$ cat config.mk
export PLATFORM = sky130hd
export DESIGN_NAME = alu_share_ctrl
export DESIGN_NICKNAME = d
export VERILOG_FILES = /design/src/rtl/alu_share_pkg.sv /design/src/rtl/alu_share_ctrl_rr_arb2.sv /design/src/rtl/alu_share_ctrl.sv
export SDC_FILE = /design/constraint.sdc
export NUM_CORES = 1
export LEC_CHECK = 0
export CORE_MARGIN = 2
export CORE_UTILIZATION = 35
export DETAILED_ROUTE_END_ITERATION = 10
export PLACE_DENSITY = 0.79
export SLEW_MARGIN = 30
export SYNTH_ARGS = -nofsm -noshare
export SYNTH_HDL_FRONTEND = slang
export SYNTH_HIERARCHICAL = 1
export SYNTH_SLANG_ARGS = --single-unit
$ cat constraint.sdc
create_clock -name clk -period 2.2 [get_ports clk]
set_input_delay 0.44 -clock clk [delete_from_list [all_inputs] [get_ports clk]]
set_output_delay 0.44 -clock clk [all_outputs]
set_load 0.02 [all_outputs]
$ cat src/rtl/alu_share_pkg.sv
// Shared constants for the ALU-sharing sequencer: FSM state encoding, opcodes, requester IDs.
package alu_share_pkg;

  localparam logic [1:0] ST_IDLE = 2'd0;
  localparam logic [1:0] ST_EXEC = 2'd1;
  localparam logic [1:0] ST_RESP = 2'd2;

  localparam logic [3:0] OP_ADD = 4'h0;
  localparam logic [3:0] OP_SUB = 4'h1;

  localparam logic ID_REQ0 = 1'b0;
  localparam logic ID_REQ1 = 1'b1;

  // Settle counter width; covers SETTLE up to 15.
  localparam int CNT_W = 4;

  typedef enum logic [1:0] {
    S_IDLE = ST_IDLE,
    S_EXEC = ST_EXEC,
    S_RESP = ST_RESP
  } state_e;

endpackage

$ cat src/rtl/alu_share_ctrl_rr_arb2.sv
// Two-way round-robin arbiter: ptr names the requester that wins a tie.
module rr_arb2
  import alu_share_pkg::*;
(
  input  logic [1:0] valid,
  input  logic       ptr,
  output logic [1:0] gnt,
  output logic       ptr_nxt
);

  always_comb begin
    gnt     = valid;
    ptr_nxt = ptr;
    if (valid == 2'b11) begin
      gnt = (ptr == ID_REQ1) ? 2'b10 : 2'b01;
    end
    // After a grant, the other requester takes priority for the next tie.
    if (gnt[0]) begin
      ptr_nxt = ID_REQ1;
    end else if (gnt[1]) begin
      ptr_nxt = ID_REQ0;
    end
  end

endmodule

$ cat src/rtl/alu_share_ctrl.sv
// Sequencer/arbiter sharing one combinational ALU between two requesters.
// Optional per-requester completion counters when ALU_SHARE_STATS_EN is defined.
module alu_share_ctrl
  import alu_share_pkg::*;
#(
  parameter int WIDTH  = 16,
  parameter int OPW    = 4,
  parameter int SETTLE = 1
) (
  input  logic             clk,
  input  logic             rst_n,
  input  logic             req0_valid,
  output logic             req0_ready,
  input  logic [WIDTH-1:0] req0_a,
  input  logic [WIDTH-1:0] req0_b,
  input  logic [OPW-1:0]   req0_op,
  input  logic             req1_valid,
  output logic             req1_ready,
  input  logic [WIDTH-1:0] req1_a,
  input  logic [WIDTH-1:0] req1_b,
  input  logic [OPW-1:0]   req1_op,
  output logic [WIDTH-1:0] alu_dat1,
  output logic [WIDTH-1:0] alu_dat2,
  output logic [OPW-1:0]   alu_op,
  input  logic [WIDTH-1:0] alu_upper,
  input  logic [WIDTH-1:0] alu_lower,
  input  logic             alu_zero,
  output logic             rsp_valid,
  input  logic             rsp_ready,
  output logic             rsp_id,
  output logic [WIDTH-1:0] rsp_upper,
  output logic [WIDTH-1:0] rsp_lower,
  output logic             rsp_zero,
  output logic             busy
`ifdef ALU_SHARE_STATS_EN
  ,
  input  logic             stats_clr,
  output logic [15:0]      cnt0,
  output logic [15:0]      cnt1
`endif
);

  localparam logic [CNT_W-1:0] SETTLE_LD = CNT_W'(SETTLE - 1);

  state_e           state;
  logic [CNT_W-1:0] settle_cnt;
  logic             ptr;
  logic             ptr_nxt;
  logic             gnt_id;
  logic [1:0]       req_vld;
  logic [1:0]       gnt;

  // Only IDLE may grant, which keeps a single operation outstanding.
  assign req_vld = {req1_valid, req0_valid} & {2{state == S_IDLE}};

  rr_arb2 u_arb (
    .valid   (req_vld),
    .ptr     (ptr),
    .gnt     (gnt),
    .ptr_nxt (ptr_nxt)
  );

  assign req0_ready = rst_n & gnt[0];
  assign req1_ready = rst_n & gnt[1];
  assign busy       = (state != S_IDLE);

  always_ff @(posedge clk or negedge rst_n) begin
    if (!rst_n) begin
      state      <= S_IDLE;
      settle_cnt <= '0;
      ptr        <= ID_REQ0;
      gnt_id     <= ID_REQ0;
      alu_dat1   <= '0;
      alu_dat2   <= '0;
      alu_op     <= '0;
      rsp_valid  <= 1'b0;
      rsp_id     <= 1'b0;
      rsp_upper  <= '0;
      rsp_lower  <= '0;
      rsp_zero   <= 1'b0;
    end else begin
      case (state)
        S_IDLE: begin
          if (|gnt) begin
            alu_dat1   <= gnt[1] ? req1_a  : req0_a;
            alu_dat2   <= gnt[1] ? req1_b  : req0_b;
            alu_op     <= gnt[1] ? req1_op : req0_op;
            settle_cnt <= SETTLE_LD;
            gnt_id     <= gnt[1];
            ptr        <= ptr_nxt;
            state      <= S_EXEC;
          end
        end
        S_EXEC: begin
          // ALU outputs are only looked at once the settle time has elapsed.
          if (settle_cnt == '0) begin
            rsp_upper <= alu_upper;
            rsp_lower <= alu_lower;
            rsp_zero  <= alu_zero;
            rsp_id    <= gnt_id;
            rsp_valid <= 1'b1;
            state     <= S_RESP;
          end else begin
            settle_cnt <= settle_cnt - 1'b1;
          end
        end
        S_RESP: begin
          if (rsp_ready) begin
            rsp_valid <= 1'b0;
            state     <= S_IDLE;
          end
        end
        default: state <= S_IDLE;
      endcase
    end
  end

`ifdef ALU_SHARE_STATS_EN
  always_ff @(posedge clk or negedge rst_n) begin
    if (!rst_n) begin
      cnt0 <= '0;
      cnt1 <= '0;
    end else if (stats_clr) begin
      cnt0 <= '0;
      cnt1 <= '0;
    end else if (rsp_valid && rsp_ready) begin
      if (rsp_id == ID_REQ1) begin
        cnt1 <= cnt1 + 16'd1;
      end else begin
        cnt0 <= cnt0 + 16'd1;
      end
    end
  end
`endif

endmodule
==> impl_results.md <==
* Total Power at 0.00874 W
* Register bit total from synthesis at 79
* Reg-to-reg startpoint: state[0]
* Initial core utilization at 0.363
* Commonest cells in the netlist: 79 x dfrtp_1, 75 x o21ai_0, 37 x mux2i_1, 28 x mux2_4, 10 x clkbuf_1
* Num CTS Buffers at 9
* IO Pins at 184
* Initial antenna violation count at 0
* DP Worst Slack at -300 ps
* Clock root buffer: clkbuf_8
* Final setup fails at 0
* Worst-path clk slew at 90 ps
* Detail Route Antenna Nets at 0
* Count leader, synth: dfrtp_1
* Die Y at 105 microns
* Routability cong. at 0.743
* Total core area at 0.00986 sq mm
* Endpoints failing hold at 0
* Slowest cell on crit path: dfrtp_1
* Psw at 0.00342 W
* Static Leak at 2.48 nW
* H-tree Lvls at 3
* Worst setup SP type: flop
* Total gr overflow at 0
* Switching share of total power at 0.391
* Layout cell share with drive strength beyond 1 at 0.156
* CP endpoint kind: primary output
* Max VDD drop at 0.586 mV
* Crit-path max FO at 3
* Final wirelength at 9580 microns
* Min-Delay Path Class: in -> async
* IO buf count at 183
* WP data arrival at 1690 ps
* Flop-to-flop setup slack at 190 ps
* DP Cell Count at 592
* Clock tree buffer depth at 2
* Required time worst endpoint at 1760 ps
* Mean Syn Cell Area at 12.7 sq um
* DRT Pass-1 Iters at 5
* Clock Sinks at 79
* Combinational power share at 0.576
* Worst slew pin tran at 772 ps
* Fillcell total at 831
* Final nets at 582
* Pin count of the biggest net entering global routing at 62
* Netlist Area Pre-Place at 0.00358 sq mm
* Avg WL per Cell at 15.8 microns
* Synth area leader: dfrtp_1
* HPWL Detailed at 7070 microns
* Ratio of final minimum period to clock period at 0.966
* Area Growth Syn to Fin at 62.6%
* RSZ-0062 raised after global routing: yes
* Worst Reg-to-Reg Cells at 7
* CP cell instances: nor2_2 -> and2_1 -> a21boi_4 -> and2_1 -> clkdlybuf4s18_2
* CP peak stage delay at 390 ps
* Clock Latency Late Sink at 350 ps
* Synth warn at 6
* Clk network pwr share at 0.127
* Fin crit period at 2130 ps
* Max Cap Violations at 0
* Post-synth EDFFs at 0
* Via density at 4.89
* Fmax at 471 MHz
* Worst R2R End: alu_dat2[12]
* Cts-stage hold buffer count at 0
* Sequential cell area fraction in the yosys report at 0.552
* Critical path class: reg -> out
* Synth async-reset ratio at 1.00
* Slew HR at 0.486
* Max Slew Vio Count at 0
* Proportion of power drawn by flip-flops and latches at 0.297
* Area contributors post-synth: dfrtp_1 55%, mux2_4 12%, o21ai_0 10%
* Gr usage total at 0.181
* Non-Filler Instances at 608
* Post-synth net total at 394
* Row cnt at 36
* Number of distinct library cells after synthesis at 33
* Int Power at 0.00532 W
* Outcome: finished clean
* Chip Width at 105 microns
* Post-synth top area share at 0.552
* Power Density at 1500 mW/mm^2
* Vias in the first global route at 3144
* Iter 0 DRT Violations at 100
* Worst setup margin at 74.7 ps
* Via count at 2974
* Die ar. at 0.0111 sq mm
* Cell mode on critical path: and2_1
* DR DRC count at 0
* Most common flop cell mapped by yosys: dfrtp_1
* Worst Hold Slack at 87.3 ps
* Worst Clk Skew at 9.27 ps
* Synth Instances at 282
* CTS tree: done
* N_diodes at 0
* Global-route wire length before repair at 15800 microns
## how the worst max path moves through the flow
stage,to,start,slack [ps],cells after the start
2_1_floorplan,req1_ready,state[0],40,7
3_3_place_gp,req0_ready,req0_valid,-300,5
3_5_place_dp,alu_dat2[2],req0_valid,-300,8
4_1_cts,req1_ready,state[0],20,5
5_1_grt,req0_ready,state[1],-40,5
6_report,req1_ready,state[0],70,5
## registers in the layout, summed over array words and instances (netlist names)
register    cells
alu_dat1       16
alu_dat2       16
rsp_lower      16
rsp_upper      16
alu_op          4
settle_cnt      4
state           2
gnt_id          1
ptr             1
rsp_id          1
rsp_valid       1
rsp_zero        1
## stage by stage
stage                util  instance area, sq um  setup TNS (ps)
finish              0.590                  5820               0
floorplan               -                  3580               0
global placement    0.569                  5610           -6880
CTS                 0.590                  5820               0
detailed placement  0.569                  5610           -8030
global route        0.590                  5820           -52.6
## metal layers
metal | vias up | wire, microns | GRT usage | share of wire
met5 | - | 0 | 0 | 0
met4 | 0 | 132 | 0.0724 | 0.014
met3 | 13 | 814 | 0.0568 | 0.085
met2 | 134 | 4590 | 0.296 | 0.48
met1 | 1433 | 4050 | 0.223 | 0.42
li1 | 1394 | - | - | -
## cells by family after synthesis
kind of cell               share of synthesized area
AOI/OAI and AO/OA                              0.124
adders and majority gates                    0.00698
buffers and inverters                         0.0363
DFF                                            0.552
muxes                                          0.243
and+or+nand+nor                               0.0381
## worst max-delay path: cells and delay by family (launching register included)
family | cells | cell delay (ps)
compound gates | 1 | 190
simple gates | 3 | 490
buf+inv | 1 | 270
flops | 1 | 390
## repair_timing
action                                  in CTS  in global routing
endpoints found under the hold margin        0                  0
endpoints found under the setup margin       2                 25
buffers inserted                             0                  0
resized for setup                            7                  2
## cells in the final DEF, fill, tap and decap left out, drive strengths merged, types with 2 or more instances in the layout
| master | n |
|---|---|
| clkbuf | 9 |
| nor3b | 2 |
| buf | 15 |
| a21boi | 2 |
| nor2 | 3 |
| clkdlybuf4s50 | 180 |
| and2 | 4 |
| a311o | 2 |
| o21ai | 76 |
| ha | 2 |
| mux2 | 35 |
| clkinv | 4 |
| mux2i | 37 |
| inv | 7 |
| nand2 | 3 |
| dfrtp | 79 |
| nand2b | 3 |
## layout make-up
type	count	area (sq um)	area share
inverters	5	18.8	0.00322
well taps	133	166	0.0286
multi-input cells	178	1490	0.256
repair buffers	197	1960	0.337
flip-flops and latches	79	1980	0.339
clock buffers	9	124	0.0213
clock inverters	7	81.3	0.0140
## power by group through the flow
stage | clock, W | sequential (W) | combinational (W)
2_1_floorplan | 0 | 0.00338 | 0.00206
5_1_grt | 0.00121 | 0.00270 | 0.00543
4_1_cts | 0.00115 | 0.00260 | 0.00509
6_report | 0.00111 | 0.00260 | 0.00503
3_5_place_dp | 0 | 0.00262 | 0.00507
3_3_place_gp | 0 | 0.00257 | 0.00499
No activity file was read; power rests on OpenSTA's default activity.
